<file path="src/rtl/mem_arbiter.sv">
// -----------------------------------------------------------------------------
// mem_arbiter
//
// Shares the single-ported main memory between three read/write masters:
//   D - MEM-stage data port (read or write)
//   I - instruction-fetch miss port (read only)
//   S - sprite/display fetch port (read only)
//
// Arbitration is fixed priority D > I > S. A saturating counter tracks how
// often S has lost while requesting. Once the count reaches SPR_MAX_SKIP,
// S wins the next arbitration unconditionally. One memory transaction runs
// at a time (IDLE -> BUSY -> RESP). The owner receives a single-cycle ack in
// RESP, so no two acks are ever asserted together.
//
// Ports:
//   clk, rst_n                     clock, asynchronous active-low reset
//   d_req/d_we/d_addr/d_wdata      data port request; d_ack completion pulse
//   i_req/i_addr                   instruction read request; i_ack pulse
//   s_req/s_addr                   sprite read request; s_ack pulse
//   rdata                          read data, valid in the ack cycle of a read
//   err                            with the ack when the transaction timed out
//   mem_re/mem_we/mem_addr/
//   mem_wdata                      registered memory command, held in BUSY
//   mem_rdata/mem_rdy              memory read data and completion strobe
//   cpu_stall                      CPU pipeline stall (D or I outstanding)
//   busy                           a transaction is in BUSY or RESP
// -----------------------------------------------------------------------------
module mem_arbiter #(
    parameter int unsigned SPR_MAX_SKIP = 4,   // 1..15
    parameter int unsigned TIMEOUT      = 255  // 0 disables the timeout
) (
    input  logic        clk,
    input  logic        rst_n,

    input  logic        d_req,
    input  logic        d_we,
    input  logic [21:0] d_addr,
    input  logic [31:0] d_wdata,
    output logic        d_ack,

    input  logic        i_req,
    input  logic [21:0] i_addr,
    output logic        i_ack,

    input  logic        s_req,
    input  logic [21:0] s_addr,
    output logic        s_ack,

    output logic [31:0] rdata,
    output logic        err,

    output logic        mem_re,
    output logic        mem_we,
    output logic [21:0] mem_addr,
    output logic [31:0] mem_wdata,
    input  logic [31:0] mem_rdata,
    input  logic        mem_rdy,

    output logic        cpu_stall,
    output logic        busy
);

    typedef enum logic [1:0] {
        ST_IDLE = 2'd0,
        ST_BUSY = 2'd1,
        ST_RESP = 2'd2
    } state_t;

    typedef enum logic [1:0] {
        OWN_D = 2'd0,
        OWN_I = 2'd1,
        OWN_S = 2'd2
    } owner_t;

    // Timeout counter only has to reach TIMEOUT-1.
    localparam int unsigned  TW         = (TIMEOUT > 1) ? $clog2(TIMEOUT + 1) : 1;
    localparam logic [TW-1:0] TMO_LAST  = TW'(TIMEOUT - 1);
    localparam bit            TMO_EN    = (TIMEOUT != 0);
    localparam logic [3:0]    SKIP_LIMIT = 4'(SPR_MAX_SKIP);
    localparam logic [3:0]    SKIP_SAT   = 4'd15;

    state_t        state_q, state_d;
    owner_t        owner_q;
    logic [3:0]    skip_cnt_q;
    logic [TW-1:0] tcnt_q;
    logic          err_flag_q;

    logic          grant_valid;
    owner_t        grant_owner;
    logic          tmo_hit;

    // -------------------------------------------------------------------------
    // Arbitration (only meaningful in IDLE)
    // -------------------------------------------------------------------------
    // NOTE: every signal written in an always_comb gets a default on entry so
    // no path leaves it unassigned and no latch is inferred.
    always_comb begin
        grant_valid = 1'b0;
        grant_owner = OWN_D;
        if (state_q == ST_IDLE) begin
            if (s_req && (skip_cnt_q >= SKIP_LIMIT)) begin
                // Starvation override: S has lost often enough.
                grant_valid = 1'b1;
                grant_owner = OWN_S;
            end else if (d_req) begin
                grant_valid = 1'b1;
                grant_owner = OWN_D;
            end else if (i_req) begin
                grant_valid = 1'b1;
                grant_owner = OWN_I;
            end else if (s_req) begin
                grant_valid = 1'b1;
                grant_owner = OWN_S;
            end
        end
    end

    // Last BUSY cycle allowed without mem_rdy; BUSY lasts at most TIMEOUT cycles.
    assign tmo_hit = TMO_EN && !mem_rdy && (tcnt_q == TMO_LAST);

    // -------------------------------------------------------------------------
    // FSM: state register
    // -------------------------------------------------------------------------
    // NOTE: clocked state uses non-blocking assignments so every register
    // samples the pre-edge values, independent of statement order.
    always_ff @(posedge clk or negedge rst_n) begin
        if (!rst_n) begin
            state_q <= ST_IDLE;
        end else begin
            state_q <= state_d;
        end
    end

    // -------------------------------------------------------------------------
    // FSM: next-state logic
    // -------------------------------------------------------------------------
    always_comb begin
        state_d = state_q;
        case (state_q)
            ST_IDLE: begin
                if (grant_valid) begin
                    state_d = ST_BUSY;
                end
            end
            ST_BUSY: begin
                if (mem_rdy || tmo_hit) begin
                    state_d = ST_RESP;
                end
            end
            ST_RESP: begin
                state_d = ST_IDLE;
            end
            default: begin
                state_d = ST_IDLE;
            end
        endcase
    end

    // -------------------------------------------------------------------------
    // Datapath: owner, command registers, read data, counters
    // -------------------------------------------------------------------------
    always_ff @(posedge clk or negedge rst_n) begin
        if (!rst_n) begin
            owner_q    <= OWN_D;
            skip_cnt_q <= '0;
            tcnt_q     <= '0;
            err_flag_q <= 1'b0;
            mem_re     <= 1'b0;
            mem_we     <= 1'b0;
            mem_addr   <= '0;
            mem_wdata  <= '0;
            rdata      <= '0;
        end else begin
            case (state_q)
                ST_IDLE: begin
                    tcnt_q     <= '0;
                    err_flag_q <= 1'b0;
                    if (grant_valid) begin
                        owner_q   <= grant_owner;
                        mem_wdata <= d_wdata;
                        case (grant_owner)
                            OWN_D: begin
                                mem_addr <= d_addr;
                                mem_we   <= d_we;
                                mem_re   <= !d_we;
                            end
                            OWN_I: begin
                                mem_addr <= i_addr;
                                mem_we   <= 1'b0;
                                mem_re   <= 1'b1;
                            end
                            default: begin
                                mem_addr <= s_addr;
                                mem_we   <= 1'b0;
                                mem_re   <= 1'b1;
                            end
                        endcase

                        // S losing while it is waiting counts as a skip.
                        if (grant_owner == OWN_S) begin
                            skip_cnt_q <= '0;
                        end else if (s_req && (skip_cnt_q != SKIP_SAT)) begin
                            skip_cnt_q <= skip_cnt_q + 4'd1;
                        end
                    end
                end

                ST_BUSY: begin
                    tcnt_q <= tcnt_q + TW'(1);
                    if (mem_rdy) begin
                        // Writes leave the previous read data visible.
                        if (mem_re) begin
                            rdata <= mem_rdata;
                        end
                        mem_re <= 1'b0;
                        mem_we <= 1'b0;
                    end else if (tmo_hit) begin
                        mem_re     <= 1'b0;
                        mem_we     <= 1'b0;
                        err_flag_q <= 1'b1;
                    end
                end

                default: begin
                    // RESP: the ack is presented combinationally this cycle.
                    tcnt_q     <= '0;
                    err_flag_q <= 1'b0;
                end
            endcase
        end
    end

    // -------------------------------------------------------------------------
    // FSM: output logic
    // -------------------------------------------------------------------------
    always_comb begin
        d_ack = 1'b0;
        i_ack = 1'b0;
        s_ack = 1'b0;
        err   = 1'b0;
        busy  = (state_q != ST_IDLE);
        if (state_q == ST_RESP) begin
            err = err_flag_q;
            case (owner_q)
                OWN_D:   d_ack = 1'b1;
                OWN_I:   i_ack = 1'b1;
                default: s_ack = 1'b1;
            endcase
        end
    end

    assign cpu_stall = (d_req & ~d_ack) | (i_req & ~i_ack);

endmodule

</file>
<file path="config.mk">
export PLATFORM = sky130hd
export DESIGN_NAME = mem_arbiter
export DESIGN_NICKNAME = d
export VERILOG_FILES = /design/src/rtl/mem_arbiter.sv
export SDC_FILE = /design/constraint.sdc
export NUM_CORES = 1
export LEC_CHECK = 0
export BUFFER_PORTS_ARGS = -buffer_cell sky130_fd_sc_hd__buf_2
export CORE_MARGIN = 4
export CORE_UTILIZATION = 45
export CTS_CLUSTER_DIAMETER = 150
export DETAILED_ROUTE_END_ITERATION = 8
export GPL_TIMING_DRIVEN = 0
export PLACE_DENSITY = 0.9
export SLEW_MARGIN = 20
export SYNTH_ARGS = -nofsm -noshare
export SYNTH_HDL_FRONTEND = slang
export SYNTH_SLANG_ARGS = --single-unit
</file>
<file path="constraint.sdc">
create_clock -name clk -period 2.25 [get_ports clk]
set_clock_uncertainty 0.15 [all_clocks]
set_input_delay 0.1125 -clock clk [delete_from_list [all_inputs] [get_ports clk]]
set_output_delay 0.1125 -clock clk [all_outputs]
set_load 0.1 [all_outputs]
</file>
-- Word-level counts from Yosys, hierarchy flattened
Cells that the tools add are included.
Widths: inputs -> output; s select.
- flip-flop bits (word level): 105
- input bits: 137
- output and inout port bits: 94
- add/subtract/negate cells: 2
- order comparisons: 1
- equality and inequality tests: 12
- multiplexer cells: 35
- bitwise operators: 5
- reductions and logical operators: 19
- operators by type and width (operator ; number):
    $pmux 22 s2 ; 1
    $mux 1 ; 21
    $mux 2 ; 7
    $reduce_and 3->1 ; 3
    $add 8x1->8 const B ; 1
    $eq 8x8->1 const B ; 1
    $mux 4 ; 2
    $mux 8 ; 1
    $ne 2x2->1 const B ; 4
    $eq 2x1->1 const B ; 3
    $logic_not 2->1 ; 3
    $reduce_and 2->1 ; 3
    $reduce_bool 2->1 ; 3
    $add 4x1->4 const B ; 1
    $eq 2x2->1 const B ; 2
    $ge 4x3->1 const B ; 1
    $ne 4x4->1 const B ; 1
    $pmux 1 s2 ; 2
    $pmux 2 s2 ; 1
    $logic_and 1x1->1 ; 3
    $ne 3x3->1 const B ; 1
    $and 1x1->1 ; 2
    $logic_not 1->1 ; 2
    $not 1->1 ; 2
    3 further kinds ; 3

-- Depth between registers and ports, before layout
- word-level depth: 9
- mapped depth: 7
- mapped depth without buffers: 5

-- Least setup slack after synthesis
Ideal clock, no wire load.
- kind: reg2out
- start point: register state_q[0]
- end point: output port cpu_stall
- arrival: 4.378 ns
- required time: 1.987 ns
- slack: -2.390 ns
- stages on the path, launching flop included: 4
- buffers on the path: 0
- path through: dfrtp_1 nand2b_1 nor3_1 o22ai_1
- longest elaborated chain between the ends: 5
- elaborated cells between the ends (all ways): 8
- those cells by class: eq/ne (1); mux (2); bitwise (5)
- RTL lines (element ; line ; source):
    start: declaration ; 82 ; state_t state_q, state_d;
    start signal: assignment ; 130 ; state_q <= state_d;
    $eq 2x2->1 ; 242 ; if (state_q == ST_RESP) begin
    $mux 1 ; 242 ;
    via d_ack ; 39 ; output logic d_ack,
    $not 1->1 ; 252 ; assign cpu_stall = (d_req & ~d_ack) | (i_req & ~i_ack);
    $and 1x1->1 ; 252 ;
    $or 1x1->1 ; 252 ;
    end: declaration ; 59 ; output logic cpu_stall,
The timed path passes the listed nets, and every way through them passes these cells.

-- Worst setup path after layout
- start point: register state_q[0]
- end point: output port i_ack
- longest elaborated chain between the ends: 2
- RTL lines (element ; line ; source):
    $eq 2x2->1 ; 242 ;
    $mux 1 ; 242 ;
    end: declaration ; 43 ; output logic i_ack,
Every way passes these cells.

==> impl_results.md <==
* Status: finished, final reports clean
* Synth cell count leaders: 138 x nand2_1, 105 x dfrtp_1, 32 x mux2_2, 17 x nor2_1, 16 x a222oi_1
* Grt ovf at 0
* Min Tclk post-route at 2.155 ns
* Yosys warnings at 0
* # DRC at 0
* Largest area contributor in the synthesized netlist: dfrtp_1
* DR pass1 iterations at 7
* Port bufs at 230
* Starting Density at 47.01%
* Clock Pin Slew Worst Setup and Hold Paths at 0.10 ns
* Core Area at 9371 sq um
* Vias in the first global route at 5087
* Setup violations, final at 0
* CTS tree: yes
* Die W at 106.9 um
* Worst slack at placement at 0.1021 ns
* Postcts setup bufs at 0
* Beginning of the worst hold path: d_addr[10]
* Critical path depth at 3
* RSZ-0062 raised after global routing: false
* CTS buffer count at 9
* Most used DFF post-synth: dfrtp_1
* Sequence of cells on the critical path: nand2b_2 -> nor3b_4 -> buf_2
* DP Wirelength at 10010 um
* CP Class: flip-flop to output port
* Die footprint at 11440 sq um
* Critical Path Max Stage Delay at 0.49 ns
* H-tree depth at 3
* Sink Count at 105
* Fill cell count at 572
* Initial antenna violation count at 0
* Final period utilization at 95.76%
* CP bufs+invs at 1
* Endpoints failing hold at 0
* Crit path from: state_q[0]$_DFFE_PN0P_
* Synth area leaders: dfrtp_1 60%, nand2_1 12%, mux2_2 8.2%
* Net count, final at 920
* Critical Path RT at 1.99 ns
* Wire per inst at 18.55 um
* Worst-Margin Slew at 0.7617 ns
* Crit-path leading delay family: simple AND/OR/NAND/NOR gates
* GRT Util Overall at 29.87%
* Worst hold stages at 3
* First-pass GRT wire length at 26250 um
* I/O pin total at 231
* Synth cell types at 38
* Worst path slowest cell: buf_2
* Synth Area per Inst at 10.54 sq um
* Layout cell share with drive strength beyond 1 at 37.76%
* Max Root-Sink Buffers at 2
* Fmax at 464.1 MHz
* Post-synth EDFFs at 0
* Final wirelength at 16950 um
* Site row count at 35
* Clock Root Buffer: clkbuf_8
* Syn nets at 558
* Top cell type's share of synthesized area at 59.64%
* Clock Latency Late Sink at 0.36 ns
* DR iter-0 viols at 460
* Area Growth Syn to Fin at 63.08%
* Final Wtd Congestion at 0.7919
* Via count at 4821
* Synthesized area at 4405 sq um
* Worst R2R Start: state_q[1]$_DFFE_PN0P_
* Ys async rst share at 100.0%
* Largest net degree at the start of global routing at 56
* CP endpoint kind: output port
* Synth Instances at 418
* Max-Cap Viols at 0
* Worst setup SP type: flip-flop
* PnR worst setup slack at 0.09535 ns
* Count leader, synth: nand2_1
* DRT antenna net count at 0
* Synth Register Bits at 105
* Maximum fanout along the worst path at 7
* Slew Viols, Final at 0
* Slew headroom at 48.68%
* Die H at 106.9 um
* Register area share after synthesis at 59.64%
* DR vias/cell at 5.275
* Worst EP arrival at 1.89 ns
* HP Class: input pin to flip-flop
* R2R depth at 6
==> kinds of logic (layout without fill, tap and decap cells) <==
kind of cell / after synthesis / in the layout / share of synthesized area (%)
simple gates: 184 / 184 / 17.44
flops: 105 / 105 / 59.64
compound gates: 51 / 51 / 9.117
buf+inv: 37 / 403 / 3.579
mux: 32 / 32 / 8.180
xor+xnor: 6 / 6 / 1.193
fa+ha+maj: 3 / 3 / 0.8521
other cells: 0 / 1 / 0
==> final timing paths <==
path | slack, ns | endpoint
min reg2reg | 0.34 | mem_wdata[0]$_DFFE_PN0P_
min in group asynchronous | 0.11 | mem_wdata[4]$_DFFE_PN0P_
max reg2reg | 0.1 | mem_addr[11]$_DFFE_PN0P_
max in group asynchronous | 1.22 | tcnt_q[1]$_DFF_PN0_
min | 0.009 | mem_addr[10]$_DFFE_PN0P_
max | 0.1 | i_ack
==> registers in the layout, indices dropped and copies added, names as in the netlist <==
register,flops
err_flag_q,1
mem_addr,22
mem_re,1
mem_wdata,32
mem_we,1
owner_q,2
rdata,32
skip_cnt_q,4
state_q,2
tcnt_q,8
==> repair_timing <==
item | in CTS | in global routing
setup endpoints to repair | 0 | 15
hold buffers | 120 | 0
endpoints found under the hold margin | 195 | 0
gates resized for setup | 0 | 6
==> layout by cell type, fill, tap and decap left out, drive strengths merged, types with 11 or more instances in the layout <==
cell / count
nor2: 17
dlygate4sd3: 120
o21ai: 11
inv: 17
nand2: 138
clkbuf: 23
a222oi: 16
dfrtp: 105
buf: 240
mux2: 32
==> worst register-to-register path, stage by stage, from the launching register on <==
cell and delay [ns]:
dfrtp_1 0.48, nor2_4 0.16, buf_4 0.19, o21ai_2 0.15
clkbuf_4 0.24, a222oi_1 0.48, nand2_1 0.15
==> cell type report <==
class	count	area [sq um]	area share [%]
repair buffers	351	2386	33.21
clock inverters	6	50.05	0.6966
inverters	14	52.55	0.7315
well taps	129	161.4	2.247
plain buffers	23	110.1	1.533
diodes	1	2.502	0.03483
clock buffers	9	123.9	1.724
flip-flops and latches	105	2628	36.57
multi-input cells	276	1670	23.25
==> routing by layer <==
| metal | track usage [%] | wire length [um] |
|---|---|---|
| met1 | 32.31 | 5849 |
| met3 | 7.827 | 1416 |
| met5 | 0 | 0 |
| met2 | 53.60 | 8805 |
| met4 | 15.25 | 881 |
==> stage by stage <==
stage                     setup TNS (ns)  util, %  cells  hold slack (ns)  area, sq um
after floorplan                        0        -    418          -0.3331         4444
after global placement            -12.28    61.43    777           0.1522         5757
after detailed placement               0    61.79    778         -0.04631         5791
after CTS                              0    76.46    913         0.005070         7166
after global routing                   0    76.64    913         0.001426         7182
final                                  0    76.66    914         0.008805         7184
Power is not shown: default switching activity piles up to over one toggle a cycle in this logic, so the estimate is an artifact.
